**src/rtl/ahb_names_pkg.sv**
```systemverilog
// Shared AHB-Lite encodings used by the fabric and its slaves.
package ahb_names_pkg;

  localparam logic [1:0] HTRANS_IDLE   = 2'b00;
  localparam logic [1:0] HTRANS_BUSY   = 2'b01;
  localparam logic [1:0] HTRANS_NONSEQ = 2'b10;
  localparam logic [1:0] HTRANS_SEQ    = 2'b11;

  localparam logic HRESP_OKAY  = 1'b0;
  localparam logic HRESP_ERROR = 1'b1;

endpackage

```
**src/rtl/ahb_sram_slv_pkg.sv**
```systemverilog
// Types and helpers for the AHB-Lite to single-port SRAM slave.
package ahb_sram_slv_pkg;

  // state  | meaning
  // IDLE   | no data phase in progress, ready for an address phase
  // WAITST | counting configured wait states before the SRAM access
  // RD     | read data phase: SRAM strobe, then data return
  // WR     | write data phase: SRAM written, transfer completes
  // ERR1   | first ERROR cycle (hreadyout low)
  // ERR2   | second ERROR cycle (hreadyout high)
  typedef enum logic [2:0] {IDLE, WAITST, RD, WR, ERR1, ERR2} state_t;

  localparam int MAX_BYTES = 8;

  // Little-endian byte lanes for a transfer of 2**hsize bytes starting at
  // addr_lsbs. Oversized transfers are flagged as errors elsewhere, so they
  // are simply clamped to a full 64-bit lane set here.
  function automatic logic [MAX_BYTES-1:0] be_gen(input logic [2:0] addr_lsbs,
                                                  input logic [2:0] hsize);
    logic [1:0] sz;
    logic [3:0] nbytes;
    logic [8:0] lanes;
    sz     = (hsize > 3'd3) ? 2'd3 : hsize[1:0];
    nbytes = 4'd1 << sz;
    lanes  = (9'd1 << nbytes) - 9'd1;
    return lanes[7:0] << addr_lsbs;
  endfunction

endpackage

```
**src/rtl/ahb_sram_slv.sv**
```systemverilog
// AHB-Lite slave fronting a single-port synchronous SRAM (1-cycle read).
// Optional build macro AHB_SRAM_SLV_PROT_CHECK_EN: user-mode writes to the
// upper half of the window are answered with ERROR and never reach the SRAM.
module ahb_sram_slv
  import ahb_names_pkg::*;
  import ahb_sram_slv_pkg::*;
#(
  parameter int               HADDR  = 32,
  parameter int               HDATA  = 32,
  parameter int               MEM_AW = 10,
  parameter logic [HADDR-1:0] BASE   = '0,
  parameter int               WAIT   = 0
) (
  input  logic                 hclk,
  input  logic                 hreset,
  input  logic                 hsel,
  input  logic [1:0]           htrans,
  input  logic [2:0]           hburst,
  input  logic [2:0]           hsize,
  input  logic [3:0]           hprot,
  input  logic                 hmastlock,
  input  logic [HADDR-1:0]     haddr,
  input  logic                 hwrite,
  input  logic [HDATA-1:0]     hwdata,
  input  logic                 hready,
  output logic [HDATA-1:0]     hrdata,
  output logic                 hresp,
  output logic                 hreadyout,
  output logic                 mem_req,
  output logic                 mem_we,
  output logic [MEM_AW-1:0]    mem_addr,
  output logic [HDATA/8-1:0]   mem_be,
  output logic [HDATA-1:0]     mem_wdata,
  input  logic [HDATA-1:0]     mem_rdata
);

  localparam int BYTES   = HDATA / 8;
  localparam int LOG2B   = $clog2(BYTES);
  localparam int WIN_LSB = MEM_AW + LOG2B;
  localparam logic [HADDR:0] WIN_BYTES = {{HADDR{1'b0}}, 1'b1} << WIN_LSB;

  state_t                   state;
  logic [2:0]               cnt;
  logic                     rd_ph;
  logic                     dp_write;
  logic [HDATA-1:0]         hrdata_q;

  logic [HADDR:0]           off_ext;
  logic [HADDR-1:0]         size_mask;
  logic [MEM_AW-1:0]        word_addr;
  logic [2:0]               lane_lsbs;
  logic [MAX_BYTES-1:0]     be_full;
  logic                     acc, acc_err;
  logic                     size_err, align_err, win_err, prot_err;
  logic                     unused_ok;

  // Address below BASE wraps to a huge offset, so one compare covers both ends.
  assign off_ext   = {1'b0, haddr} - {1'b0, BASE};
  assign word_addr = off_ext[LOG2B +: MEM_AW];
  assign size_mask = (HADDR'(1) << hsize) - HADDR'(1);
  assign lane_lsbs = 3'(haddr[LOG2B-1:0]);
  assign be_full   = be_gen(lane_lsbs, hsize);

  assign size_err  = hsize > 3'(LOG2B);
  assign align_err = (haddr & size_mask) != '0;
  assign win_err   = off_ext >= WIN_BYTES;
`ifdef AHB_SRAM_SLV_PROT_CHECK_EN
  assign prot_err  = hwrite && !hprot[1] && word_addr[MEM_AW-1];
`else
  assign prot_err  = 1'b0;
`endif
  assign acc_err   = size_err | align_err | win_err | prot_err;

  // Only one data phase in flight: address phases land only while we are ready.
  assign acc = hsel & hready & htrans[1] & hreadyout;

  assign mem_wdata = (state == WR) ? hwdata : '0;
  assign hrdata    = (state == RD && rd_ph) ? mem_rdata : hrdata_q;

  assign unused_ok = ^{hburst, hmastlock, hprot, htrans[0], off_ext, be_full};

  // Transfer FSM: data-phase sequencing, SRAM strobes and bus response.
  always_ff @(posedge hclk) begin
    if (hreset) begin
      state     <= IDLE;
      cnt       <= '0;
      rd_ph     <= 1'b0;
      dp_write  <= 1'b0;
      hrdata_q  <= '0;
      hreadyout <= 1'b1;
      hresp     <= HRESP_OKAY;
      mem_req   <= 1'b0;
      mem_we    <= 1'b0;
      mem_addr  <= '0;
      mem_be    <= '0;
    end else begin
      mem_req <= 1'b0;
      mem_we  <= 1'b0;
      case (state)
        IDLE: begin
          hreadyout <= 1'b1;
          hresp     <= HRESP_OKAY;
        end
        WAITST: begin
          if (cnt == '0) begin
            mem_req   <= 1'b1;
            mem_we    <= dp_write;
            hreadyout <= dp_write;
            rd_ph     <= 1'b0;
            state     <= dp_write ? WR : RD;
          end else begin
            cnt <= cnt - 3'd1;
          end
        end
        RD: begin
          if (!rd_ph) begin
            rd_ph     <= 1'b1;
            hreadyout <= 1'b1;
          end else begin
            hrdata_q <= mem_rdata;
            state    <= IDLE;
          end
        end
        WR:   state <= IDLE;
        ERR1: begin
          state     <= ERR2;
          hreadyout <= 1'b1;
        end
        ERR2: begin
          state <= IDLE;
          hresp <= HRESP_OKAY;
        end
        default: state <= IDLE;
      endcase

      // A new address phase overrides the default return to IDLE above.
      if (acc) begin
        dp_write <= hwrite;
        if (acc_err) begin
          state     <= ERR1;
          hreadyout <= 1'b0;
          hresp     <= HRESP_ERROR;
        end else begin
          mem_addr <= word_addr;
          mem_be   <= be_full[BYTES-1:0];
          hresp    <= HRESP_OKAY;
          if (WAIT > 0) begin
            state     <= WAITST;
            cnt       <= 3'(WAIT - 1);
            hreadyout <= 1'b0;
          end else if (hwrite) begin
            state     <= WR;
            mem_req   <= 1'b1;
            mem_we    <= 1'b1;
            hreadyout <= 1'b1;
          end else begin
            state     <= RD;
            rd_ph     <= 1'b0;
            mem_req   <= 1'b1;
            hreadyout <= 1'b0;
          end
        end
      end
    end
  end

endmodule

```
**config.mk**
```make
export PLATFORM = sky130hd
export DESIGN_NAME = ahb_sram_slv
export DESIGN_NICKNAME = d
export VERILOG_FILES = /design/src/rtl/ahb_names_pkg.sv /design/src/rtl/ahb_sram_slv_pkg.sv /design/src/rtl/ahb_sram_slv.sv
export SDC_FILE = /design/constraint.sdc
export NUM_CORES = 1
export LEC_CHECK = 0
export BUFFER_PORTS_ARGS = -buffer_cell sky130_fd_sc_hd__buf_2
export CAP_MARGIN = 20
export CORE_UTILIZATION = 25
export CTS_CLUSTER_DIAMETER = 100
export DETAILED_ROUTE_END_ITERATION = 16
export PLACE_DENSITY = 0.59
export SLEW_MARGIN = 20
export SYNTH_ARGS = -nofsm -noshare
export SYNTH_HDL_FRONTEND = slang
export SYNTH_SLANG_ARGS = --single-unit
export TNS_END_PERCENT = 10
```
**constraint.sdc**
```tcl
create_clock -name hclk -period 6.4 [get_ports hclk]
set_clock_uncertainty 0.05 [all_clocks]
set_input_delay 0.96 -clock hclk [delete_from_list [all_inputs] [get_ports hclk]]
set_output_delay 0.96 -clock hclk [all_outputs]
set_load 0.01 [all_outputs]
```
# Word level (Yosys, flattened, before mapping)
# Index checks and enable logic that the tools add are counted.
# op_classes
shifts	4
eq_ne	9
mux	33
n_bitwise	8
n_addsub	3
reduce_logical	13
order_cmp	3
# ops
cell	count
two-way mux 32 bit	2
bitwise AND 32 bit	1
greater-or-equal comparator 32 x 13 -> 1 bit (second input constant)	1
nonzero test 32 bit	1
<< shifter 1 x 3 -> 32 bit (first input constant)	1
subtractor 32 x 2 -> 32 bit (second input constant)	1
two-way mux 1 bit	23
two-way mux 3 bit	4
one-hot mux 3 bit (4 select lines)	1
!= test 3 bit (second input constant)	3
<< shifter 1 x 4 -> 8 bit (first input constant)	1
<< shifter 8 x 2 -> 4 bit	1
subtractor 8 x 1 -> 8 bit (second input constant)	1
== test 3 x 2 -> 1 bit (second input constant)	2
== test 3 bit (second input constant)	2
greater-than comparator 3 x 2 -> 1 bit (second input constant)	2
zero test 3 bit	2
AND reduction 2 bit	3
AND reduction 3 bit	2
nonzero test 4 bit	1
OR reduction 2 bit	2
<< shifter 1 x 2 -> 4 bit (first input constant)	1
bitwise AND 1 bit	3
== test 3 x 1 -> 1 bit (second input constant)	1
other kinds (9)	11
# word_totals
output_inout_bits	82
wordCells	84
reg_bits	58

# Longest topological paths before layout
# logic_depth
word_depth	8
mapped_depth	10
ltp_nobuf	8

# Least setup slack after synthesis
# OpenSTA, ideal clock, no wires.
# synth_timing
path_kind	input-to-reg
start	input port hsize[1]
end	register mem_be[1]
required_ps	6280
path_stages	8
setup_time_ps	70
path_buffers	0
path_slack_ps	3611
arrival_time_ps	2669
path_cell_list	nor2_1 -> inv_1 -> ha_1 -> nor3_1 -> nand3_1 -> or4_4 -> or4_1 -> a21oi_1
# synth_via
elab_chain_len	8
# synth_rtl
item	line_no	source
start: declaration	ahb_sram_slv.sv:19	input logic [2:0] hsize,
<< shifter 1 x 3 -> 32 bit	ahb_sram_slv.sv:60	assign size_mask = (HADDR'(1) << hsize) - HADDR'(1);
subtractor 32 x 2 -> 32 bit	ahb_sram_slv.sv:60	
bitwise AND 32 bit	ahb_sram_slv.sv:65	assign align_err = (haddr & size_mask) != '0;
nonzero test 32 bit	ahb_sram_slv.sv:65	
OR 1 bit (2 in a row)	ahb_sram_slv.sv:72	assign acc_err = size_err | align_err | win_err | prot_err;
NOT 1 bit (no source line)	-	
AND reduction 2 bit (no source line)	-	
end signal: assignment	ahb_sram_slv.sv:145	mem_be <= be_full[BYTES-1:0];
end: declaration	ahb_sram_slv.sv:32	output logic [HDATA/8-1:0] mem_be,
# Parallel ways exist; a longest one is shown, timed or not.
# A chain may end at the register's enable or synchronous reset.

# Worst setup path in the final report
# layout_timing
start	register state[1]
end	output port hrdata[10]
# layout_via
elab_chain_len	3
# layout_rtl
item	line_no	source
start: declaration	ahb_sram_slv.sv:42	state_t state;
start signal: assignment	ahb_sram_slv.sv:110	state <= dp_write ? WR : RD;
== test 3 x 2 -> 1 bit	ahb_sram_slv.sv:78	assign hrdata = (state == RD && rd_ph) ? mem_rdata : hrdata_q;
logical AND 1 bit	ahb_sram_slv.sv:78	
two-way mux 32 bit	ahb_sram_slv.sv:78	
end: declaration	ahb_sram_slv.sv:26	output logic [HDATA-1:0] hrdata,
# No other way between the ends.

==> results.md <==
- The total number of clock tree sinks is 58.
- The wire length on met1 is 3230 um.
- The worst-case clock buffer depth is 2.
- The number of nets in the synthesized netlist is 430.
- The kind of start point of the critical path is a flip-flop.
- The number of flops mapped to enable cells by yosys is 0.
- The mean instance size in the synthesized netlist is 8.98 um2.
- The number of antenna violations at the first check in global routing is 0.
- The first global-routing pass estimated ~12000 um of wire.
- Walking the worst path, the cells encountered are nor4bb_4 > buf_4 > mux2_2 > buf_2.
- During I/O placement, the number of pins put on the boundary was just under 200.
- Summing internal, switching and leakage power gives 831 uW.
- The synthesized flop and latch total is 58.
- On the worst path, the slowest cell contributes a delay of approximately 0.52 ns.
- The number of DRC violations after detailed-routing iteration 0 is 91.
- The tightest min-delay check is of the flip-flop to flip-flop type.
- Across all layers, the routed design uses 2900 vias.
- The flow ran to the end, and the final reports show no timing, DRC or antenna violations.
- The startpoint of the most critical setup path is state[1]$_SDFFE_PP0P_.
- In this run the most critical hold path is launched from mem_be[0]$_SDFFE_PP0P_.
- The via density per instance is approximately 4.6.
- The count of filler cells inserted in the layout is 1098.
- After detailed routing, the total wire length is roughly 8000 um.
- The quantity of hold-fixing buffers added after cts is 0.
- The core box area is between 10000 and 15000 um2.
- The count of final max-slew check failures is 0.
- The data arrival at the endpoint of the critical path is 2.19 ns.
- Summing all multi-input logic gate instances after layout gives 1550 um2.
- In this run the worst path has a maximum fanout of 32.
- At the end of the flow the core is filled with cells to 0.373.
- The final critical delay including setup and external delays is 3.20 ns.
- The most common cell in the synthesized netlist is sky130_fd_sc_hd__dfxtp_1.
- The critical path is of the flip-flop to output port type.
- In the routed design, unresolved DRC markers number 0.
- The synthesized netlist occupies a cell area of 2800 um2.
- The height of the chip is 108 um.
- The net count of the finished layout is slightly above 600.
- The remaining antenna violation count is 0.
- The launch instance of the worst register-to-register path is hreadyout$_SDFFE_PP1P_.
- The overall die area is approximately 12000 um2.
- In the final layout, the share of cells above drive strength 1 is 0.476.
- The library cell used as clock root buffer is sky130_fd_sc_hd__clkbuf_8.
- After synthesis, the netlist uses 41 different library cells.
- TritonCTS built the clock tree.
- The H-tree was split into 3 levels.
- After detailed placement, the design holds a cell count of 620.
- The number of instances in the synthesized netlist is about 310.
- Input and output buffers added on the ports amount to 186.
- Of the post-synthesis cell area, the dominant cell type holds 0.414.
- The total of max-cap violations is 0.
- The global-route total usage across every layer is 0.134.
- The finished cells cover 4070 um2.
- The area added between synthesis and finish is 45.1%.
- Setup repair after global routing left no endpoint under its margin.
- The clock-pin slew on the worst setup and hold paths is 0.07 ns.
- In this run, CTS created clock tree buffers numbering 9.
- The diode insertion count for antenna repair is 0.
- The post-CTS setup-driven buffer insertion count is 0.
- The maximum vdd ir drop is 0.0000852 V.
- The slew at the pin closest to its max-slew limit is 0.701 ns.
- Of all flip-flops after synthesis, the portion carrying an async set or reset was 0.
- The floorplan has 38 rows.
- The count of final setup violators is 0.
- Entering global routing, the biggest net connects slightly below 60 pins.
- After detailed placement, the total cell area comes to 3860 um2.
- The highest metal layer carrying signal wires in the routed design is met4.
- The average detailed-routed wire length per instance is 12.4 um.
- The wire length on met3 is 573 um.
- The final standard cell count with taps included and fillers excluded is approximately 640.
- The number of global-route vias before repair is 2627.
- The maximum clock frequency is 0.312 GHz.
- The final number of hold-violating endpoints was 0.
- Routability-driven placement finished with a final weighted congestion of roughly 0.84.
- The pre-CTS setup slack is between 3 and 4 ns.
- The total global routing overflow is 0.
- In the final layout, flip-flops and latches occupy between 1000 and 1500 um2.
- The count of TritonRoute iterations in the first routing pass is 4.
- The static leakage is 2.03 nW.
- The remaining max-slew budget at the tightest pin is 0.533.
- In this run, post-CTS repair resized a total of 0 instances.
- The smallest setup slack after layout is ~3.2 ns.
- The primary flip-flop cell chosen by synthesis mapping is sky130_fd_sc_hd__dfxtp_1.
- By area the synthesized netlist is led by sky130_fd_sc_hd__dfxtp_1, sky130_fd_sc_hd__mux2_2, sky130_fd_sc_hd__nor2b_1.
- The total negative setup slack is 0 ns.
- For this run, the register share of the synthesized area comes to 0.414.
- The clock latency of the later-clocked register in the worst-skew pair is approximately 0.34 ns.
- In this run the power density over the cells is 204 nW/um2.
- The critical path data required time is 5.39 ns.
- The fraction of the cycle the final worst path needs is 0.500.
- By count the netlist is led by sky130_fd_sc_hd__dfxtp_1, sky130_fd_sc_hd__nor2b_1, sky130_fd_sc_hd__and2_1.
- The routed design uses 3970 um of met2 wire.
- The tightest hold path in the finished design has a slack of 0.421 ns.
- The worst register-to-register path has a setup slack of 4.22 ns.
- The largest total area in the synthesized netlist belongs to sky130_fd_sc_hd__dfxtp_1.
- In this run the horizontal extent of the chip is 108 um.
- The library cell contributing the largest single delay on the critical path is sky130_fd_sc_hd__dfxtp_1.
- The Yosys step of the flow raised 0 warnings.
- For this configuration, the core starts out at a cell density of 0.257.
- STA classifies the critical path endpoint as an output port.
- After legalization and detailed placement, the total HPWL measured 5880 um.
==> worst max-delay path: cells and delay by family (launching register included) <==
family / cells / cell delay, ns
flip-flops: 1 / 0.52
AND/OR/NAND/NOR: 1 / 0.35
buffers and inverters: 2 / 0.57
multiplexers: 1 / 0.41
==> flip-flops by register name, indices dropped and copies added, names as in the netlist <==
| signal | cells |
|---|---|
| cnt | 3 |
| dp_write | 1 |
| hrdata_q | 32 |
| hreadyout | 1 |
| hresp | 1 |
| mem_addr | 10 |
| mem_be | 4 |
| mem_req | 1 |
| mem_we | 1 |
| rd_ph | 1 |
| state | 3 |
==> per-layer routing <==
metal / vias up / GRT usage
li1: 1446 / -
met1: 1325 / 0.142
met2: 121 / 0.246
met5: - / 0
met4: 0 / 0.0470
met3: 8 / 0.0448
==> cells by family (layout without fill, tap and decap cells) <==
group,Yosys count,count (layout),share of synthesized area
multiplexers,33,33,0.132
AND/OR/NAND/NOR,131,131,0.274
flip-flops,58,58,0.414
XOR/XNOR,2,2,0.00625
buffers and inverters,26,210,0.0362
AO/OA/AOI/OAI,58,58,0.119
adder cells (fa/ha/maj),4,4,0.0179
==> where the power goes <==
part / total [mW] / switching, mW / internal, mW / leakage, nW
registers: 0.377 / 0.00861 / 0.368 / 0.468
logic: 0.104 / 0.0507 / 0.0532 / 1.45
clock network: 0.350 / 0.151 / 0.199 / 0.105
total: 0.831 / 0.211 / 0.620 / 2.03
==> area by class of cell <==
type / count / share of cell area
timing repair buffer: 188 / 0.233
multi-input combinational: 228 / 0.382
clock buffer: 11 / 0.0372
inverter: 6 / 0.00554
clock inverter: 5 / 0.0129
tap: 140 / 0.0431
sequential: 58 / 0.286
==> final timing paths <==
path | end | cells after the start
min reg2reg | mem_be[0]$_SDFFE_PP0P_ | 2
min | mem_be[0]$_SDFFE_PP0P_ | 2
max | hrdata[10] | 4
max reg2reg | mem_be[1]$_SDFFE_PP0P_ | 5
==> layout by cell type, fill, tap and decap left out, drive strengths merged, types with 2 or more instances in the layout <==
cell    count
buf       188
dfxtp      58
nor2b      33
and2       32
mux2       32
a21oi      23
o21ai      19
nand3      17
nor2       12
nand2      11
clkbuf     11
nor4        7
inv         6
a211oi      5
ha          4
nor3        3
nand4       3
clkinv      3
a221oi      2
o21bai      2
and3        2
nand2b      2
o21a        2
and4        2
or4         2
Power figures use the tool's default switching activity.
